$ cat config.mk
export PLATFORM = sky130hd
export DESIGN_NAME = uart_tx_out_buffer
export DESIGN_NICKNAME = d
export VERILOG_FILES = /design/src/rtl/io_pkg.sv /design/src/rtl/sync_fifo.sv /design/src/rtl/uart_tx_out_buffer.sv
export SDC_FILE = /design/constraint.sdc
export NUM_CORES = 1
export LEC_CHECK = 0
export ABC_AREA = 1
export CELL_PAD_IN_SITES_DETAIL_PLACEMENT = 1
export CELL_PAD_IN_SITES_GLOBAL_PLACEMENT = 1
export CORE_ASPECT_RATIO = 0.7
export CORE_MARGIN = 2
export CORE_UTILIZATION = 40
export CTS_BUF_LIST = sky130_fd_sc_hd__clkbuf_16
export CTS_CLUSTER_SIZE = 10
export DETAILED_ROUTE_END_ITERATION = 7
export PLACE_DENSITY_LB_ADDON = 0.1
export SYNTH_ARGS = -nofsm -noshare
export SYNTH_HDL_FRONTEND = slang
export SYNTH_HIERARCHICAL = 1
export SYNTH_SLANG_ARGS = --single-unit
$ cat constraint.sdc
create_clock -name clk -period 2.4 [get_ports clk]
set_clock_uncertainty 0.1 [all_clocks]
set_input_delay 0.36 -clock clk [delete_from_list [all_inputs] [get_ports clk]]
set_output_delay 0.36 -clock clk [all_outputs]
set_load 0.05 [all_outputs]
$ cat src/rtl/io_pkg.sv
// Shared definitions for the core's serial I/O blocks (TX buffer and RX side).
package io_pkg;

    // Serial frame FSM states; PARITY is only reached when UART_TX_PARITY_EN is defined
    typedef enum logic [2:0] {
        IDLE,
        START,
        DATA,
        PARITY,
        STOP
    } tx_state_t;

    // 100 MHz system clock at 115200 baud
    localparam int DEFAULT_CLK_PER_BIT = 868;

    // Payload bits per UART frame
    localparam int FRAME_DATA_W = 8;

endpackage

$ cat src/rtl/sync_fifo.sv
// Synchronous first-word-fall-through FIFO with active-low synchronous reset.
// rdata always shows the head entry; it is valid whenever empty is low.
module sync_fifo #(
    parameter int DATA_W = 8,
    parameter int DEPTH  = 16
) (
    input  logic                       clk,
    input  logic                       rst,
    input  logic                       push,
    input  logic                       pop,
    input  logic [DATA_W-1:0]          wdata,
    output logic [DATA_W-1:0]          rdata,
    output logic                       full,
    output logic                       empty,
    output logic [$clog2(DEPTH):0]     count
);

    localparam int AW = $clog2(DEPTH);

    logic [DATA_W-1:0] mem [DEPTH];
    logic [AW-1:0]     wr_ptr;
    logic [AW-1:0]     rd_ptr;
    logic [AW:0]       count_q;
    logic              push_ok;
    logic              pop_ok;

    // Full/empty come from the registered count, so a same-edge pop never admits a push at full
    assign full    = (count_q == (AW+1)'(DEPTH));
    assign empty   = (count_q == '0);
    assign push_ok = push && !full;
    assign pop_ok  = pop && !empty;
    assign rdata   = mem[rd_ptr];
    assign count   = count_q;

    // Pointer and occupancy bookkeeping; simultaneous push and pop leave count unchanged
    always_ff @(posedge clk) begin
        if (!rst) begin
            wr_ptr  <= '0;
            rd_ptr  <= '0;
            count_q <= '0;
        end else begin
            if (push_ok) wr_ptr <= wr_ptr + 1'b1;
            if (pop_ok)  rd_ptr <= rd_ptr + 1'b1;
            if (push_ok && !pop_ok)
                count_q <= count_q + 1'b1;
            else if (pop_ok && !push_ok)
                count_q <= count_q - 1'b1;
        end
    end

    // Storage array is data only and is never cleared
    always_ff @(posedge clk) begin
        if (push_ok) mem[wr_ptr] <= wdata;
    end

endmodule

$ cat src/rtl/uart_tx_out_buffer.sv
// Output-port consumer: buffers core byte writes and sends them as UART frames.
// Default build is 8N1; define UART_TX_PARITY_EN to insert an even-parity bit
// between the data bits and the stop bit.
module uart_tx_out_buffer
    import io_pkg::*;
#(
    parameter int DEPTH       = 16,
    parameter int CLK_PER_BIT = DEFAULT_CLK_PER_BIT
) (
    input  logic        clk,
    input  logic        rst,
    input  logic        out_issued,
    input  logic [31:0] out_data,
    output logic        out_stall,
    output logic        txd,
    output logic        tx_busy,
    output logic [31:0] sent_count
);

    localparam int BW = (CLK_PER_BIT > 1) ? $clog2(CLK_PER_BIT) : 1;

    tx_state_t               state_q, state_d;
    logic [BW-1:0]           baud_q, baud_d;
    logic [2:0]              bit_q, bit_d;
    logic [FRAME_DATA_W-1:0] shift_q, shift_d;
    logic [31:0]             sent_q, sent_d;
    logic                    txd_q, txd_d;
    logic                    baud_end;
    logic                    pop;
    logic [FRAME_DATA_W-1:0] fifo_rdata;
    logic                    fifo_full;
    logic                    fifo_empty;
    logic [$clog2(DEPTH):0]  unused_fifo_count;
    logic [23:0]             unused_data_hi;

    // Only the low byte of a core write is ever transmitted
    assign unused_data_hi = out_data[31:8];

    sync_fifo #(
        .DATA_W (FRAME_DATA_W),
        .DEPTH  (DEPTH)
    ) u_fifo (
        .clk   (clk),
        .rst   (rst),
        .push  (out_issued),
        .pop   (pop),
        .wdata (out_data[7:0]),
        .rdata (fifo_rdata),
        .full  (fifo_full),
        .empty (fifo_empty),
        .count (unused_fifo_count)
    );

    assign baud_end   = (baud_q == BW'(CLK_PER_BIT - 1));
    assign out_stall  = fifo_full;
    assign tx_busy    = (state_q != IDLE) || !fifo_empty;
    assign txd        = txd_q;
    assign sent_count = sent_q;

    // Frame sequencing; txd is derived from the next state so the pin is a clean register
    always_comb begin
        state_d = state_q;
        baud_d  = baud_q + 1'b1;
        bit_d   = bit_q;
        shift_d = shift_q;
        sent_d  = sent_q;
        pop     = 1'b0;
        txd_d   = 1'b1;
        case (state_q)
            IDLE: begin
                baud_d = '0;
                if (!fifo_empty) begin
                    pop     = 1'b1;
                    shift_d = fifo_rdata;
                    state_d = START;
                end
            end
            START: begin
                if (baud_end) begin
                    baud_d  = '0;
                    bit_d   = '0;
                    state_d = DATA;
                end
            end
            DATA: begin
                if (baud_end) begin
                    baud_d = '0;
                    if (bit_q == 3'd7) begin
`ifdef UART_TX_PARITY_EN
                        state_d = PARITY;
`else
                        state_d = STOP;
`endif
                    end else begin
                        bit_d = bit_q + 1'b1;
                    end
                end
            end
`ifdef UART_TX_PARITY_EN
            PARITY: begin
                if (baud_end) begin
                    baud_d  = '0;
                    state_d = STOP;
                end
            end
`endif
            STOP: begin
                if (baud_end) begin
                    baud_d = '0;
                    sent_d = sent_q + 32'd1;
                    // Chain straight into the next frame so queued bytes go out with no gap
                    if (!fifo_empty) begin
                        pop     = 1'b1;
                        shift_d = fifo_rdata;
                        state_d = START;
                    end else begin
                        state_d = IDLE;
                    end
                end
            end
            default: begin
                baud_d  = '0;
                state_d = IDLE;
            end
        endcase
        case (state_d)
            START:   txd_d = 1'b0;
            DATA:    txd_d = shift_d[bit_d];
`ifdef UART_TX_PARITY_EN
            PARITY:  txd_d = ^shift_d;
`endif
            default: txd_d = 1'b1;
        endcase
    end

    // Control state and line register; reset forces the line idle on the next cycle
    always_ff @(posedge clk) begin
        if (!rst) begin
            state_q <= IDLE;
            baud_q  <= '0;
            bit_q   <= '0;
            sent_q  <= '0;
            txd_q   <= 1'b1;
        end else begin
            state_q <= state_d;
            baud_q  <= baud_d;
            bit_q   <= bit_d;
            sent_q  <= sent_d;
            txd_q   <= txd_d;
        end
    end

    // Shift register holds the byte in flight; data path carries no reset
    always_ff @(posedge clk) begin
        shift_q <= shift_d;
    end

endmodule

==> results.tsv, run 1 <==
stage	metric	value	unit
run_status	outcome	finished, final reports clean	
timing	post-route-period-util	97.94	%
setup_path	max_stage_delay	0.87	ns
global_routing	grt_util_all_layers	21.94	%
synthesis	yosysUniqueCellTypes	41	
floorplanning	die-area	25280	sq um
clocking	clock_latency	0.51	ns
floorplanning	die_height	133.6	microns
global_routing	antenna_found_initial	0	
clocking	cts_tree	yes	
cells_and_area	diodes	0	
route	drc	0	
global_routing	grt_pass1_vias	7629	
hold_path	hold_class	reg2reg	
synthesis	synth_fp_nets	1152	
synthesis	synth-edff-count	128	
route	dr.pass1.iters	5	
timing	clock.fmax	0.4254	GHz
clocking	cts_buffers	24	
floorplanning	rows	47	
clocking	clock_sink_count	202	
route	via_count	7602	
setup_path	crit_slowest_cell	clkdlybuf4s50_1	
setup_path	r2r-end	u_fifo/count[4]	
route	wl_per_cell	17.75	microns
power	power	10.23	mW
setup_path	crit_chain	clkdlybuf4s50_1	
synthesis	syn-cell-area	9600	sq um
floorplanning	ios	70	
setup_path	reg2regPathDepth	16	
timing	max_slew_margin	53.22	%
global_routing	grt-ovfl-total	0	
floorplanning	coreArea	23580	sq um
route	antenna_left	0	
route	drt_iter0_markers	437	
synthesis	yosysSeqAreaShare	55.47	%
floorplanning	fp.dieW	189.2	microns
synthesis	yosys_warnings	6	
clocking	h-tree-depth	1	
global_routing	grt_max_degree	47	
synthesis	ys.flop_type	edfxtp_1	
cells_and_area	final-seq-area	5329	sq um
global_routing	grt_use_met2	31.66	%
setup_path	cp.required	1.94	ns
timing	hold_viol_final	0	
route	via_per_inst	4.952	
synthesis	synth_area_per_cell	8.696	sq um
cells_and_area	nets	1248	
placement	dp_hpwl	18980	microns
timing	rsz0062_at_grt	yes	
power	ir_worst_vdd	584.9	uV
setup_path	crit_end	sent_count[22]	
hold_path	hold_depth	2	
synthesis	yosysTopAreaCell	edfxtp_1	
setup_path	cp-start-kind	flip-flop	
setup_path	arrival	1.89	ns
placement	post_dp_cell_area	10760	sq um
synthesis	async_flop_share	0	%
floorplanning	start_util	40.71	%
cells_and_area	layout-drive-gt1-share	11.42	%
setup_path	setup.worst_path.class	reg2out	
setup_path	reg2reg_slack	0.12	ns
power	p_leak	4.950	nW
cells_and_area	final_common_cell	nand2_1	
setup_path	crit-reg2reg-launch	u_fifo/count[0]	
synthesis	synth.top_cells.by_area	edfxtp_1, dfxtp_1, nand2_1	
cells_and_area	multi_input_area	3462	sq um
global_routing	grt_busiest_layer	met1	
route	wirelength	27250	microns
cells_and_area	area_delta_synth_final	19.93	%
clocking	cts.path.max_buffers	3	
timing	finalMaxSlewViolations	0	
global_routing	use_met3	3.293	%
placement	port_buffers	45	
placement	gp_congestion	0.8306	
setup_path	path_buf_inv	1	
run	maxCapViolCount	0	
timing	worst_pin_slew	0.6995	ns
clocking	cts_root_buffer	clkbuf_16	
hold_path	min_from	shift_q[6]	
synthesis	synth_top_cell_area_share	40.04	%
cells_and_area	fin_area	11510	sq um
global_routing	use_met1	34.63	%
setup_path	path_delay_family	buffers and inverters	
synthesis	syn_inst	1104	
setup_path	crit_path_max_fanout	6	
setup_path	end_kind	output pin	
timing	finalSetupViolations	0	
global_routing	grt_first_pass_wirelength	42690	microns
power	power.density	888.8	nW/um^2
setup_path	critical_path_depth	1	
cells_and_area	nFillCells	2791	
clocking	holdBufCountCts	0	
cells_and_area	layout_common_cells	nand2_1, inv_1, nand3_1	
cells_and_area	fin_util	48.82	%
synthesis	ys_ff_latch	202	
clocking	clkTransAtPathRegs	0.06	ns
timing	min_period	2.351	ns
setup_path	cp-startpoint	sent_count[22]	
-- where the power goes --
group | internal (mW) | switching [mW]
clock | 1.85 | 1.41
sequential | 3.92 | 0.130
combinational | 1.04 | 1.89
-- worst min-delay path by stage --
| stage | end |
|---|---|
| 6_report | shift_q[6] |
| 5_1_grt | shift_q[6] |
| 3_5_place_dp | shift_q[6] |
| 4_1_cts | shift_q[6] |
| 2_1_floorplan | shift_q[6] |
| 3_3_place_gp | shift_q[6] |
-- through the flow --
| stage | setup slack, ns | hold slack (ns) | cells | TNS (ns) |
|---|---|---|---|---|
| floorplan | 0.01168 | 0.3144 | 1104 | 0 |
| global placement | 0.04323 | 0.3257 | 1489 | 0 |
| detailed placement | -0.01280 | 0.3345 | 1489 | -0.01280 |
| CTS | 0.001430 | 0.3474 | 1532 | 0 |
| global route | -0.008306 | 0.3877 | 1535 | -0.008306 |
| finish | 0.04932 | 0.3431 | 1535 | 0 |
-- cells in the mapped netlist (3+ instances only) --
library cell,n
nand2_1,304
inv_1,170
nand3_1,134
edfxtp_1,128
nor2_1,89
dfxtp_1,74
a21oi_1,32
o21ai_0,21
nor3_1,17
xor2_1,16
buf_2,13
ha_1,12
inv_2,11
nand3b_1,8
buf_6,7
xnor2_1,7
clkbuf_1,6
nand4_1,6
nor2_4,6
nand2_2,5
nor2_2,5
nand3_2,4
buf_4,3
nor3_4,3
-- registers in the layout, indices dropped and copies added, names as in the netlist, named ones only --
name	cells
u_fifo/mem	128
u_fifo/rd_ptr	4
txd	1
shift_q	8
state_q	3
baud_q	10
sent_count	32
bit_q	3
u_fifo/count	5
u_fifo/wr_ptr	4
-- repair_timing --
action	CTS	global route
setup endpoints to repair	1	3
pin swaps	1	7
setup buffers	0	3
gates cloned	0	0
resized for setup	0	14
hold endpoints to repair	0	0
-- kinds of logic after synthesis --
| logic type | after synthesis | share of synthesized area, % |
|---|---|---|
| xor+xnor | 23 | 2.098 |
| simple gates | 594 | 28.24 |
| compound gates | 60 | 3.284 |
| buf+inv | 212 | 9.136 |
| fa+ha+maj | 13 | 1.772 |
| flops | 202 | 55.47 |
-- metal layers --
| metal | up-vias | part of all wire, % |
|---|---|---|
| li1 | 3733 | - |
| met1 | 3697 | 51 |
| met2 | 145 | 42 |
| met3 | 27 | 5.4 |
| met4 | 0 | 1.6 |
| met5 | - | 0 |
-- final cells by class --
cell class	count	area share [%]
sequential	202	46.28
clock buffer	25	5.434
multi-input combinational	690	30.07
inverter	182	6.020
tap	318	3.456
timing repair buffer	100	8.140
clock inverter	18	0.5977
No activity file was read; power rests on OpenSTA's default activity.
==> run 2: changes to the inputs <==
Settings changed: CTS_BUF_LIST sky130_fd_sc_hd__clkbuf_16 to default.
==> results.tsv, run 2 (synthesis gave the netlist of run 1 again) <==
stage	metric	value	unit	change
clocking	clock_latency	0.51	ns	about the same
clocking	cts_root_buffer	clkbuf_16		unchanged
cells_and_area	nFillCells	2790		was 2,791
setup_path	crit-reg2reg-launch	u_fifo/count[0]		unchanged
timing	setup-tns-final	0	ns	unchanged
hold_path	hold_class	reg2reg		unchanged
timing	rsz0062_at_grt	yes		unchanged
timing	hold_viol_final	0		unchanged
placement	port_buffers	45		unchanged
route	dr.pass1.iters	5		unchanged
route	wl_per_cell	17.72	microns	was 17.75 microns
clocking	cts_buffers	24		unchanged
setup_path	max_stage_delay	0.87	ns	about the same
route	drt_iter0_markers	445		was 437
clocking	cts.path.max_buffers	3		unchanged
timing	post-route-period-util	97.61	%	was 97.94%
setup_path	crit_slowest_cell	clkdlybuf4s50_1		unchanged
floorplanning	ios	70		unchanged
global_routing	grt_pass1_vias	7619		was 7,629
global_routing	grt_max_degree	47		unchanged
power	ir_worst_vdd	587.6	uV	was 584.9 uV
cells_and_area	diodes	0		unchanged
cells_and_area	layout-drive-gt1-share	11.50	%	was 11.42%
setup_path	reg2regPathDepth	16		unchanged
floorplanning	rows	47		unchanged
timing	finalMaxSlewViolations	0		unchanged
timing	max_slew_margin	52.78	%	was 53.22%
placement	gp_congestion	0.8306		unchanged
setup_path	cp-start-kind	flip-flop		unchanged
cells_and_area	final_common_cell	nand2_1		unchanged
clocking	clock_sink_count	202		unchanged
setup_path	r2r-end	u_fifo/count[4]		unchanged
run	maxCapViolCount	0		unchanged
floorplanning	die_height	133.6	microns	unchanged
floorplanning	coreArea	23580	sq um	unchanged
clocking	holdBufCountCts	0		unchanged
setup_path	crit_path_max_fanout	6		unchanged
power	power.density	896.6	nW/um^2	was 888.8 nW/um^2
route	antenna_left	0		unchanged
cells_and_area	area_delta_synth_final	20.03	%	was 19.93%
floorplanning	die-area	25280	sq um	unchanged
setup_path	cp.required	1.94	ns	about the same
setup_path	crit_chain	clkdlybuf4s50_1		unchanged
setup_path	end_kind	output pin		unchanged
hold_path	min_from	shift_q[6]		unchanged
route	wirelength	27200	microns	was 27,250 microns
clocking	h-tree-depth	1		unchanged
setup_path	reg2reg_slack	0.12	ns	about the same
setup_path	arrival	1.88	ns	was 1.89 ns
power	power	10.33	mW	was 10.23 mW
cells_and_area	regMostFlops	u_fifo/mem		unchanged
cells_and_area	largest_reg_flops	128		unchanged
run_status	outcome	finished, final reports clean		unchanged
route	via_per_inst	4.931		was 4.952
timing	worst_pin_slew	0.7062	ns	was 0.6995 ns
timing	finalSetupViolations	0		unchanged
floorplanning	start_util	40.71	%	unchanged
floorplanning	fp.dieW	189.2	microns	unchanged
cells_and_area	layout_common_cells	nand2_1, inv_1, nand3_1		unchanged
hold_path	holdPathEnd	shift_q[6]		unchanged
clocking	cts_tree	yes		unchanged
setup_path	path_delay_family	buffers and inverters		unchanged
clocking	clkTransAtPathRegs	0.06	ns	about the same
setup_path	path_buf_inv	1		unchanged
power	p_leak	4.889	nW	was 4.950 nW
global_routing	grt_util_all_layers	21.92	%	was 21.94%
route	drc	0		unchanged
placement	place_ws	-0.01280	ns	unchanged
setup_path	setup.worst_path.class	reg2out		unchanged
hold_path	hold_depth	2		unchanged
placement	dp_hpwl	18980	microns	unchanged
timing	clock.fmax	0.4269	GHz	was 0.4254 GHz
route	via_count	7569		was 7,602
timing	setup_slack	0.05737	ns	was 0.04932 ns
cells_and_area	nets	1248		unchanged
global_routing	grt_first_pass_wirelength	42660	microns	was 42,690 microns
global_routing	antenna_found_initial	0		unchanged
timing	min_period	2.343	ns	was 2.351 ns
global_routing	grt-ovfl-total	0		unchanged
## run 2: worst reg2reg max path, stage by stage, from the launching register on
cell and delay (ns):
dfxtp_1 0.34, nor2_4 0.15, nand3_2 0.15, inv_2 0.12, nor2_4 0.05, nand2_4 0.08, inv_4 0.04, nand2_4 0.09
ha_4 0.16, inv_6 0.05, fa_2 0.35, nand2_1 0.08, nand2_1 0.08, nand3_1 0.09, nand2_1 0.05, o21ai_1 0.13
inv_1 0.04
## run 2: metal layers
| metal | vias to the layer above | wire [microns] | global-route usage [%] |
|---|---|---|---|
| met3 | 27 | 1360 | 3.293 |
| li1 | 3731 | - | - |
| met4 | 0 | 447 | 4.340 |
| met1 | 3675 | 14110 | 34.63 |
| met2 | 136 | 11270 | 31.60 |
| met5 | - | 0 | 0 |
## run 2: worst max path at each step
stage | startpoint | endpoint | slack [ns] | depth (start not counted)
4_1_cts | baud_q[1] | u_fifo/count[4] | 0.001 | 16
5_1_grt | baud_q[1] | u_fifo/count[4] | -0.01 | 17
3_3_place_gp | baud_q[1] | u_fifo/count[4] | 0.04 | 16
6_report | sent_count[22] | sent_count[22] | 0.06 | 1
2_1_floorplan | baud_q[0] | u_fifo/count[4] | 0.01 | 16
3_5_place_dp | baud_q[1] | u_fifo/count[4] | -0.01 | 16
## run 2: final cells by class
cell class              count  area, sq um  area share, %
clock buffers              42        699.4          6.069
clock inverters             1        5.005        0.04343
flip-flops and latches    202         5329          46.24
well taps                 318        397.9          3.453
inverters                 182        693.2          6.015
repair buffers            100        937.1          8.132
multi-input cells         690         3462          30.04
## run 2: repair_timing
item                       4_1_cts  5_1_grt
setup endpoints to repair        1        3
resized for setup                0       14
buffers inserted                 0        3
pin swaps                        1        7
## run 2: stage by stage
step | instances | area, sq um | utilization (%) | hold slack [ns]
after detailed placement | 1489 | 10760 | 45.65 | 0.3345
after floorplan | 1104 | 9648 | - | 0.3144
after CTS | 1532 | 11470 | 48.63 | 0.3474
final | 1535 | 11520 | 48.87 | 0.3431
after global placement | 1489 | 10760 | 45.65 | 0.3257
after global routing | 1535 | 11520 | 48.87 | 0.3876
## run 2: where the power goes
group	leakage (nW)	internal, mW	switching [mW]	total [mW]
registers	1.76	3.92	0.130	4.05
logic	2.79	1.04	1.89	2.93
clock network	0.338	1.96	1.40	3.36
==> run 3: changes to the inputs <==
Settings changed: SKIP_LAST_GASP from default to 1.
==> results of run 3 <==
No change in the layout: final DEF, timing and power equal those of run 2.
